$ cat config.mk
export PLATFORM = sky130hd
export DESIGN_NAME = impulse_frame_receiver_flat
export DESIGN_NICKNAME = d
export VERILOG_FILES = /design/src/rtl/impulse_frame_receiver_if.sv /design/src/rtl/impulse_frame_receiver.sv /design/src/flat_wrapper.sv
export SDC_FILE = /design/constraint.sdc
export NUM_CORES = 1
export LEC_CHECK = 0
export CORE_MARGIN = 4
export CORE_UTILIZATION = 40
export DETAILED_ROUTE_END_ITERATION = 6
export MAX_ROUTING_LAYER = met4
export PLACE_DENSITY = 0.66
export SLEW_MARGIN = 20
export SYNTH_ARGS = -nofsm -noshare
export SYNTH_HDL_FRONTEND = slang
export SYNTH_SLANG_ARGS = --single-unit
$ cat constraint.sdc
create_clock -name clk -period 5.7 [get_ports clk]
set_input_delay 0.855 -clock clk [delete_from_list [all_inputs] [get_ports clk]]
set_output_delay 0.855 -clock clk [all_outputs]
set_load 0.05 [all_outputs]
$ cat src/rtl/impulse_frame_receiver_if.sv
// Bus interface for impulse_frame_receiver.
// Groups the serial readout inputs, the word/error outputs, the bank read
// port and the sticky-flag controls. clk and reset stay outside as plain ports.
//   master : host side / stimulus (drives serial_in, sl_in, addr_in, flags,
//            rd_ch, clr_fresh; observes the rest)
//   slave  : the receiver itself
interface impulse_frame_receiver_if #(
    parameter int COUNT_W = 16,
    parameter int NUM_CH  = 8
);
    logic               serial_in;
    logic               sl_in;
    logic [3:0]         addr_in;
    logic               ovf_global_in;
    logic               ovf_rtc_in;
    logic [COUNT_W-1:0] word_out;
    logic [3:0]         ch_out;
    logic               word_valid;
    logic               frame_err;
    logic               overrun_err;
    logic [2:0]         rd_ch;
    logic [COUNT_W-1:0] rd_data;
    logic [NUM_CH-1:0]  ch_fresh;
    logic               clr_fresh;
    logic               ovf_global_sticky;
    logic               ovf_rtc_sticky;

    modport master (
        output serial_in, sl_in, addr_in, ovf_global_in, ovf_rtc_in,
        output rd_ch, clr_fresh,
        input  word_out, ch_out, word_valid, frame_err, overrun_err,
        input  rd_data, ch_fresh, ovf_global_sticky, ovf_rtc_sticky
    );

    modport slave (
        input  serial_in, sl_in, addr_in, ovf_global_in, ovf_rtc_in,
        input  rd_ch, clr_fresh,
        output word_out, ch_out, word_valid, frame_err, overrun_err,
        output rd_data, ch_fresh, ovf_global_sticky, ovf_rtc_sticky
    );
endinterface

$ cat src/rtl/impulse_frame_receiver.sv
// impulse_frame_receiver
// Deserializes counter words (MSB first) framed by sl_in and a constant
// 4-bit channel address, publishes each word with its channel, keeps a
// last-value bank for channels 1..NUM_CH and sticky overflow flags.
// Ports:
//   clk    : system clock, rising-edge sampling
//   reset  : asynchronous, active-high
//   bus    : impulse_frame_receiver_if.slave (serial input, word/error
//            pulses, bank read port, fresh/sticky flags)
module impulse_frame_receiver #(
    parameter int COUNT_W = 16,
    parameter int NUM_CH  = 8
) (
    input  logic                     clk,
    input  logic                     reset,
    impulse_frame_receiver_if.slave  bus
);
    localparam int             CNT_W    = $clog2(COUNT_W + 1);
    localparam logic [CNT_W-1:0] LAST_CNT = CNT_W'(COUNT_W - 1);
    localparam logic [4:0]     NUM_CH_L = 5'(NUM_CH);

    typedef enum logic [1:0] {S_IDLE, S_SHIFT, S_HOLD} state_t;

    state_t             r_state, w_state_next;
    logic [COUNT_W-1:0] r_shift;
    logic [CNT_W-1:0]   r_cnt;
    logic [3:0]         r_addr;
    logic               r_ovr_armed;

    logic [COUNT_W-1:0] r_word_out;
    logic [3:0]         r_ch_out;
    logic               r_word_valid;
    logic               r_frame_err;
    logic               r_overrun_err;
    logic [COUNT_W-1:0] r_bank [NUM_CH];
    logic [NUM_CH-1:0]  r_ch_fresh;
    logic               r_ovf_global;
    logic               r_ovf_rtc;

    logic               w_start;
    logic               w_shift;
    logic               w_done;
    logic               w_ferr;
    logic               w_oerr;
    logic               w_addr_ok;
    logic               w_wr_en;
    logic [3:0]         w_wr_idx;
    logic [COUNT_W-1:0] w_shift_next;
    logic [COUNT_W-1:0] w_rd_data;

    assign w_shift_next = {r_shift[COUNT_W-2:0], bus.serial_in};
    assign w_addr_ok    = (r_addr != 4'd0) && ({1'b0, r_addr} <= NUM_CH_L);
    assign w_wr_en      = w_done && w_addr_ok;
    assign w_wr_idx     = r_addr - 4'd1;

    // State register
    always_ff @(posedge clk or posedge reset) begin
        if (reset) begin
            r_state <= S_IDLE;
        end else begin
            r_state <= w_state_next;
        end
    end

    // Next-state and control decode
    always_comb begin
        w_state_next = r_state;
        w_start      = 1'b0;
        w_shift      = 1'b0;
        w_done       = 1'b0;
        w_ferr       = 1'b0;
        w_oerr       = 1'b0;
        case (r_state)
            S_IDLE: begin
                if (bus.sl_in) begin
                    w_start      = 1'b1;
                    w_state_next = S_SHIFT;
                end
            end
            S_SHIFT: begin
                if (!bus.sl_in) begin
                    w_ferr       = 1'b1;
                    w_state_next = S_IDLE;
                end else if (bus.addr_in != r_addr) begin
                    // Address glitch mid-frame: drop the frame and wait
                    // for sl_in to fall before accepting a new one.
                    w_ferr       = 1'b1;
                    w_state_next = S_HOLD;
                end else begin
                    w_shift = 1'b1;
                    if (r_cnt == LAST_CNT) begin
                        w_done       = 1'b1;
                        w_state_next = S_HOLD;
                    end
                end
            end
            S_HOLD: begin
                if (!bus.sl_in) begin
                    w_state_next = S_IDLE;
                end else if (r_ovr_armed) begin
                    w_oerr = 1'b1;
                end
            end
            default: w_state_next = S_IDLE;
        endcase
    end

    // Deserializer, output registers and pulses
    always_ff @(posedge clk or posedge reset) begin
        if (reset) begin
            r_shift       <= '0;
            r_cnt         <= '0;
            r_addr        <= '0;
            r_ovr_armed   <= 1'b0;
            r_word_out    <= '0;
            r_ch_out      <= '0;
            r_word_valid  <= 1'b0;
            r_frame_err   <= 1'b0;
            r_overrun_err <= 1'b0;
        end else begin
            r_word_valid  <= w_done;
            r_frame_err   <= w_ferr || (w_done && !w_addr_ok);
            r_overrun_err <= w_oerr;

            if (w_start) begin
                r_shift <= COUNT_W'(bus.serial_in);
                r_cnt   <= CNT_W'(1);
                r_addr  <= bus.addr_in;
            end else if (w_done || w_ferr) begin
                r_shift <= '0;
                r_cnt   <= '0;
            end else if (w_shift) begin
                r_shift <= w_shift_next;
                r_cnt   <= r_cnt + 1'b1;
            end

            if (w_done) begin
                r_word_out <= w_shift_next;
                r_ch_out   <= r_addr;
            end

            // Overrun is only reported after a completed word, once.
            if (w_done) begin
                r_ovr_armed <= 1'b1;
            end else if (w_oerr || w_ferr || r_state == S_IDLE) begin
                r_ovr_armed <= 1'b0;
            end
        end
    end

    // Bank, fresh flags and sticky overflow flags; a set beats clr_fresh.
    always_ff @(posedge clk or posedge reset) begin
        if (reset) begin
            for (int unsigned i = 0; i < NUM_CH; i++) begin
                r_bank[i] <= '0;
            end
            r_ch_fresh   <= '0;
            r_ovf_global <= 1'b0;
            r_ovf_rtc    <= 1'b0;
        end else begin
            for (int unsigned i = 0; i < NUM_CH; i++) begin
                if (w_wr_en && (w_wr_idx == 4'(i))) begin
                    r_bank[i]     <= w_shift_next;
                    r_ch_fresh[i] <= 1'b1;
                end else if (bus.clr_fresh) begin
                    r_ch_fresh[i] <= 1'b0;
                end
            end

            if (bus.ovf_global_in) begin
                r_ovf_global <= 1'b1;
            end else if (bus.clr_fresh) begin
                r_ovf_global <= 1'b0;
            end

            if (bus.ovf_rtc_in) begin
                r_ovf_rtc <= 1'b1;
            end else if (bus.clr_fresh) begin
                r_ovf_rtc <= 1'b0;
            end
        end
    end

    // Combinational bank read; indices beyond the bank read as zero.
    always_comb begin
        w_rd_data = '0;
        for (int unsigned i = 0; i < NUM_CH; i++) begin
            if (i < 8 && bus.rd_ch == 3'(i)) begin
                w_rd_data = r_bank[i];
            end
        end
    end

    assign bus.word_out          = r_word_out;
    assign bus.ch_out            = r_ch_out;
    assign bus.word_valid        = r_word_valid;
    assign bus.frame_err         = r_frame_err;
    assign bus.overrun_err       = r_overrun_err;
    assign bus.rd_data           = w_rd_data;
    assign bus.ch_fresh          = r_ch_fresh;
    assign bus.ovf_global_sticky = r_ovf_global;
    assign bus.ovf_rtc_sticky    = r_ovf_rtc;

endmodule

$ cat src/flat_wrapper.sv
// flat-port wrapper written by rule: the top's interface ports become plain ports
module impulse_frame_receiver_flat 
#(
    parameter int COUNT_W = 16,
    parameter int NUM_CH  = 8
)
  (clk, reset, bus_serial_in, bus_sl_in, bus_addr_in, bus_ovf_global_in, bus_ovf_rtc_in, bus_rd_ch, bus_clr_fresh, bus_word_out, bus_ch_out, bus_word_valid, bus_frame_err, bus_overrun_err, bus_rd_data, bus_ch_fresh, bus_ovf_global_sticky, bus_ovf_rtc_sticky);
  impulse_frame_receiver_if #(.COUNT_W(COUNT_W), .NUM_CH(NUM_CH)) bus_i ();
  input  logic clk;
  input  logic reset;
  input wire logic [$bits(bus_i.serial_in)-1:0] bus_serial_in;
  input wire logic [$bits(bus_i.sl_in)-1:0] bus_sl_in;
  input wire logic [$bits(bus_i.addr_in)-1:0] bus_addr_in;
  input wire logic [$bits(bus_i.ovf_global_in)-1:0] bus_ovf_global_in;
  input wire logic [$bits(bus_i.ovf_rtc_in)-1:0] bus_ovf_rtc_in;
  input wire logic [$bits(bus_i.rd_ch)-1:0] bus_rd_ch;
  input wire logic [$bits(bus_i.clr_fresh)-1:0] bus_clr_fresh;
  output wire logic [$bits(bus_i.word_out)-1:0] bus_word_out;
  output wire logic [$bits(bus_i.ch_out)-1:0] bus_ch_out;
  output wire logic [$bits(bus_i.word_valid)-1:0] bus_word_valid;
  output wire logic [$bits(bus_i.frame_err)-1:0] bus_frame_err;
  output wire logic [$bits(bus_i.overrun_err)-1:0] bus_overrun_err;
  output wire logic [$bits(bus_i.rd_data)-1:0] bus_rd_data;
  output wire logic [$bits(bus_i.ch_fresh)-1:0] bus_ch_fresh;
  output wire logic [$bits(bus_i.ovf_global_sticky)-1:0] bus_ovf_global_sticky;
  output wire logic [$bits(bus_i.ovf_rtc_sticky)-1:0] bus_ovf_rtc_sticky;
  assign bus_i.serial_in = bus_serial_in;
  assign bus_i.sl_in = bus_sl_in;
  assign bus_i.addr_in = bus_addr_in;
  assign bus_i.ovf_global_in = bus_ovf_global_in;
  assign bus_i.ovf_rtc_in = bus_ovf_rtc_in;
  assign bus_i.rd_ch = bus_rd_ch;
  assign bus_i.clr_fresh = bus_clr_fresh;
  assign bus_word_out = bus_i.word_out;
  assign bus_ch_out = bus_i.ch_out;
  assign bus_word_valid = bus_i.word_valid;
  assign bus_frame_err = bus_i.frame_err;
  assign bus_overrun_err = bus_i.overrun_err;
  assign bus_rd_data = bus_i.rd_data;
  assign bus_ch_fresh = bus_i.ch_fresh;
  assign bus_ovf_global_sticky = bus_i.ovf_global_sticky;
  assign bus_ovf_rtc_sticky = bus_i.ovf_rtc_sticky;
  impulse_frame_receiver #(.COUNT_W(COUNT_W), .NUM_CH(NUM_CH)) u_core (.clk(clk), .reset(reset), .bus(bus_i));
endmodule
==> results of run 1 <==
-- cell families after synthesis --
logic type / synth area share [%]
fa+ha+maj: 0.299
simple gates: 3.82
buf+inv: 3.99
flops: 56.1
mux: 28.5
compound gates: 6.60
xor+xnor: 0.627
-- cells in the mapped netlist (all sizes together), types with 2 or more instances --
| cell | instances |
|---|---|
| nor2 | 7 |
| nand3 | 5 |
| a21o | 6 |
| and3 | 5 |
| ha | 2 |
| nand2 | 9 |
| a22o | 31 |
| o21bai | 2 |
| xor2 | 5 |
| and4b | 3 |
| mux2 | 153 |
| nor3b | 2 |
| and4 | 3 |
| a221oi | 14 |
| mux4 | 2 |
| buf | 28 |
| clkbuf | 23 |
| o21ai | 6 |
| mux2i | 59 |
| inv | 11 |
| dfrtp | 188 |
| a21oi | 4 |
| o22ai | 2 |
-- worst min path at each step --
stage,start,end,slack [ns]
final,u_core.bus.ch_fresh[5],u_core.bus.ch_fresh[5],0.48
after global routing,u_core.bus.ch_fresh[4],u_core.bus.ch_fresh[4],0.50
after CTS,u_core.bus.ch_fresh[5],u_core.bus.ch_fresh[5],0.49
after detailed placement,u_core.bus.ch_fresh[5],u_core.bus.ch_fresh[5],0.47
after global placement,u_core.bus.ovf_rtc_sticky,u_core.bus.ovf_rtc_sticky,0.46
after floorplan,u_core.r_bank[112],u_core.r_bank[112],0.46
-- where the power goes --
part	leakage (nW)	switching [mW]	total (mW)	internal, mW
combinational	1.86	0.182	0.287	0.104
clock	0.281	0.562	1.15	0.586
sequential	2.61	0.0571	1.42	1.36
-- per-stage QoR --
step                      cells  util [%]  instance area (um2)
after floorplan             584         -                 8390
after global placement      872      44.6                 9110
after detailed placement    872      44.6                 9110
after CTS                   904      47.4                 9680
after global routing        904      47.4                 9690
final                       904      47.4                 9690
-- registers in the layout (all words and copies together) (netlist names) --
register,cells
u_core.r_bank,128
u_core.r_state,2
u_core.bus.ovf_rtc_sticky,1
u_core.bus.word_out,16
u_core.bus.ch_fresh,8
u_core.bus.ovf_global_sticky,1
u_core.r_ovr_armed,1
u_core.r_addr,4
u_core.bus.ch_out,4
u_core.r_shift,15
u_core.bus.overrun_err,1
u_core.bus.frame_err,1
u_core.bus.word_valid,1
u_core.r_cnt,5
-- layer usage --
| layer | wire [um] | up-vias | part of all wire [%] |
|---|---|---|---|
| met5 | 0 | - | 0 |
| met2 | 8960 | 106 | 50 |
| met3 | 882 | 6 | 4.9 |
| li1 | - | 2207 | - |
| met1 | 8090 | 2642 | 45 |
| met4 | 76 | 0 | 0.42 |
-- layout make-up --
class	count	area share, %
clock inverters	15	1.50
repair buffers	69	7.05
flip-flops and latches	188	48.6
clock buffers	17	4.39
inverters	11	0.465
well taps	270	3.49
multi-input cells	334	34.5
==> metrics.txt, run 1 <==
Core ar. 20,400 um2; DR iter-0 viols 274; TritonCTS clock tree done; critical path's largest stage delay 0.90 ns; routing usage on met2 25.6%; critical path depth 7; pre-CTS WS 1.48 ns; Unique masters post-synth 45; worst reg2reg path depth 4; Post-Synthesis Cells 584; Hold WC Path Type reg2reg; CP endpoint kind primary output; Avg Inst Size Synth 14.4 um2; CP endpoint bus_rd_data[6]; fillers 1,815; die height 153 um; worst skew pair latency 0.43 ns; Crit Reg-Reg Endpoint u_core.r_bank[37]; 1st-pass router iterations 4; met3 global-route usage 3.83%; Hold Buf Count CTS 0; fin crit period 4.25 ns; ranking of synthesized cells by area dfrtp_1 56%, mux2_2 19%, mux2i_1 7.0%; Starting Density 41.0%; Syn-to-layout area delta 15.6%; WP buf/inv 4; row cnt 52; Critical Path Fanout Max 15; post-synth top area share 56.1%; vias per cell 5.49; CTS root buf clkbuf_16; global-route usage over all layers 16.3%; DRC viols 0; sequential standard cell area 4700 um2; Tightest Pin Transition 1.14 ns; final setup fails 0; post-DP HPWL 11,000 um; post-detailed-routing wire length 18,000 um; ANT cells 0; buffers inserted by post-CTS timing repair 0; setup ws final 1.45 ns; Bufs on Longest Clock Path 2; most common cell after layout, fill and taps aside dfrtp_1; global route overflow 0; clock skew 0.0151 ns; Nets 637; vias 4,961; CP cell instances clkdlybuf4s50_1 > inv_1 > nor2_1 > buf_4 > a22o_1 > a221oi_1 > clkdlybuf4s50_1; status finished clean; crit path kind in2out; FMAX 235 MHz; I/O pin cnt 63; Post-synth ARST share 100%; Slew Limit Fails 0; Pwr Density 294 nW/um2; critical path's slowest cell clkdlybuf4s50_1; Port Buffers 62; Slew HR 23.8%; post-cts sizing count 0; global routing usage on met1 21.6%; required time worst endpoint 4.85 ns; first-pass GRT wire length 29,600 um; area of the multi-input gates 3340 um2; clock-pin slew on the worst setup and hold paths 0.07 ns; Synth Flop Type dfrtp_1; layout cells sized above 1 31.5%; Overall Power 2.85 mW; worst vdd ir 0.198 mV; Top Usage Layer GRT met2; fin crit share 74.5%; Die Wd 153 um; RSZ-0062 raised after global routing false; vias in the first global route 5,282; Post-synth EDFFs 0; crit path launch type input pin; largest net degree at the start of global routing 189; Worst R2R Setup Slack 2.47 ns; clk sinks 188; gpl congestion 0.774; Reg-to-Reg Start u_core.r_addr[3]; WHS 0.483 ns; Ys Warns 0; hold-critical path depth 1; TritonCTS buffer count 17; cell taking the most area after synthesis dfrtp_1; crit path launch bus_rd_ch[1]; antenna violations before repair 0; Final ANT Viol Nets 0; most frequent cells in the layout 188 x dfrtp_1, 139 x mux2_2, 61 x clkdlybuf4s50_1; arrival time at the worst endpoint 3.39 ns; leak pwr 4.75 nW; drt wl/cell 19.9 um; Final Hold Vio Count 0; Mapped Area 8380 um2; delay-heaviest family, CP buffers and inverters; syn nets 600; die area 23,300 um2; CTS H-tree lvls 4; Max Cap Viol 0; #FFs+latches synth 188; setup TNS 0 ns; most frequent CP cell clkdlybuf4s50_1; Seq/Total Area, Yosys 56.1%
Note: power is estimated with default switching activity, not from simulation.
==> inputs of run 2 (changes only) <==
--- a/config.mk
+++ b/config.mk
@@ -9,7 +9,7 @@
 export CORE_UTILIZATION = 40
 export DETAILED_ROUTE_END_ITERATION = 6
 export MAX_ROUTING_LAYER = met4
-export PLACE_DENSITY = 0.66
+export PLACE_DENSITY = 0.64
 export SLEW_MARGIN = 20
 export SYNTH_ARGS = -nofsm -noshare
 export SYNTH_HDL_FRONTEND = slang
==> constraint.sdc (replaced) <==
create_clock -name clk -period 4 [get_ports clk]
set_input_delay 0.6 -clock clk [delete_from_list [all_inputs] [get_ports clk]]
set_output_delay 0.6 -clock clk [all_outputs]
set_load 0.05 [all_outputs]
==> metrics.txt, run 2 (synthesized netlist as in run 1, its figures left out) <==
CP cell instances clkdlybuf4s50_1 > inv_1 > nor2_1 > a21oi_1 > clkdlybuf4s50_1; DR iter-0 viols 305 (+11%); area of the multi-input gates 3340 um2 (about the same); CTS root buf clkbuf_16; placed insts 877 (+0.57%); Critical Path Fanout Max 8 (-7); fin crit period 3.33 ns; WHS 0.480 ns (-0.00326 ns); DRC viols 0 (unchanged); largest net degree at the start of global routing 189 (unchanged); most frequent cells in the layout 188 x dfrtp_1, 139 x mux2_2, 59 x mux2i_1; most frequent CP cell clkdlybuf4s50_1; Hold WC Path Type reg2reg; ANT cells 0 (unchanged); crit path launch type input pin; RSZ-0062 raised after global routing false; Pwr Density 418 nW/um2 (+42%); post-detailed-routing wire length 18,100 um (+0.36%); cell-internal power 2.97 mW (+45%); sequential standard cell area 4700 um2 (unchanged); post-cts sizing count 0 (unchanged); worst vdd ir 0.278 mV (+41%); required time worst endpoint 3.40 ns (-1.45 ns); Largest Register u_core.r_bank; fin crit share 83.2%; TritonCTS clock tree done; Slew Limit Fails 0 (unchanged); leak pwr 4.80 nW (+1.1%); Final Hold Vio Count 0 (unchanged); layout cells sized above 1 34.2% (+2.7 points); clk sinks 188 (unchanged); Starting Density 41.0% (unchanged); drt wl/cell 19.9 um (-0.30%); CP endpoint bus_rd_data[15]; I/O pin cnt 63 (unchanged); Hold Buf Count CTS 0 (unchanged); Tightest Pin Transition 0.748 ns (-0.394 ns); critical path's slowest cell clkdlybuf4s50_1; critical path depth 5 (-2); delay-heaviest family, CP buffers and inverters; final setup fails 0 (unchanged); crit path launch bus_rd_ch[1]; Die Wd 153 um (unchanged); global-route usage over all layers 16.6% (+0.22 points); P_sw 1.09 mW (+36%); Logic pwr share 10.0% (about the same); fin cells 910 (+0.66%); Final ANT Viol Nets 0 (unchanged); fillers 1,784 (-1.7%); critical path's largest stage delay 0.75 ns (-0.15 ns); first-pass GRT wire length 29,700 um (+0.40%); buffers inserted by post-CTS timing repair 0 (unchanged); Port Buffers 62 (unchanged); arrival time at the worst endpoint 2.73 ns (-0.66 ns); Crit Reg-Reg Endpoint u_core.r_bank[5]; Slew HR 50.1% (+26 points); vias 4,943 (-0.36%); Nets 643 (+0.94%); setup TNS 0 ns (unchanged); status finished clean; switching part of the total 26.8% (-1.4 points); post-DP HPWL 11,100 um (+0.73%); TritonCTS buffer count 17 (unchanged); Reg-to-Reg Start u_core.r_cnt[0]; 1st-pass router iterations 5 (+1); row cnt 52 (unchanged); CTS H-tree lvls 4 (unchanged); die height 153 um (unchanged); vias in the first global route 5,285 (+0.057%); WP buf/inv 3 (-1); Core ar. 20,400 um2 (unchanged); clock-pin slew on the worst setup and hold paths 0.07 ns (about the same); Max Cap Viol 0 (unchanged); max reg flops 128 (unchanged); crit path kind in2out; antenna violations before repair 0 (unchanged); Syn-to-layout area delta 16.0%; Clock power frac 40.4% (about the same); sequential power share 49.6% (about the same); worst reg2reg path depth 6 (+2); Bufs on Longest Clock Path 2 (unchanged); clock skew 0.00935 ns (-0.00572 ns); most common cell after layout, fill and taps aside dfrtp_1; global route overflow 0 (unchanged); FMAX 301 MHz; CP endpoint kind primary output; vias per cell 5.43 (-1.0%); gpl congestion 0.778 (+0.58%); Worst R2R Setup Slack 1.33 ns (-1.14 ns); die area 23,300 um2 (unchanged); worst skew pair latency 0.43 ns (about the same)
==> run 2: cell count changes in the layout (fill, tap and decap cells not counted), moves of 3 or more <==
cell,previous run,this run
clkinvlp_4,2,5
clkdlybuf4s50_1,61,47
buf_4,7,26
inv_8,6,1
==> run 2: worst min path at each step <==
stage,start,endpoint,slack (ns),cells past startpoint
floorplan,u_core.r_bank[112],u_core.r_bank[112],0.46,1
global placement,u_core.bus.ovf_global_sticky,u_core.bus.ovf_global_sticky,0.46,1
detailed placement,u_core.bus.ovf_rtc_sticky,u_core.bus.ovf_rtc_sticky,0.47,1
CTS,u_core.bus.ovf_rtc_sticky,u_core.bus.ovf_rtc_sticky,0.48,1
global route,u_core.bus.ch_fresh[4],u_core.bus.ch_fresh[4],0.51,1
finish,u_core.bus.ovf_rtc_sticky,u_core.bus.ovf_rtc_sticky,0.48,1
==> run 2: power groups by stage <==
stage	Clock [mW]	Combinational, mW	Sequential [mW]
floorplan	0	0.336	2.01
global placement	0	0.398	2.04
detailed placement	0	0.405	2.05
CTS	1.68	0.407	2.01
global route	1.75	0.442	2.02
finish	1.64	0.405	2.02
==> run 2: metrics by stage <==
step / utilization [%] / area [um2] / setup slack, ns / total power [mW]
after global routing: 47.6 / 9720 / 0.554 / 4.22
after global placement: 44.6 / 9120 / 0.695 / 2.44
after floorplan: - / 8390 / 0.696 / 2.35
final: 47.6 / 9720 / 0.674 / 4.06
after detailed placement: 44.6 / 9120 / 0.661 / 2.45
after CTS: 47.4 / 9690 / 0.658 / 4.10
==> run 2: cell type report <==
cell class	count	area share [%]
inverter	11	0.463
multi-input combinational	334	34.4
timing repair buffer	75	7.34
clock buffer	18	4.52
tap	270	3.48
clock inverter	14	1.42
sequential	188	48.4
==> run 2: routing by layer <==
metal | vias to the layer above | share of wire [%] | track usage [%]
met3 | 14 | 3.1 | 3.86
met4 | 0 | 0.55 | 2.97
met2 | 82 | 49 | 26.5
met1 | 2632 | 47 | 22.0
met5 | - | 0 | -
li1 | 2215 | - | -
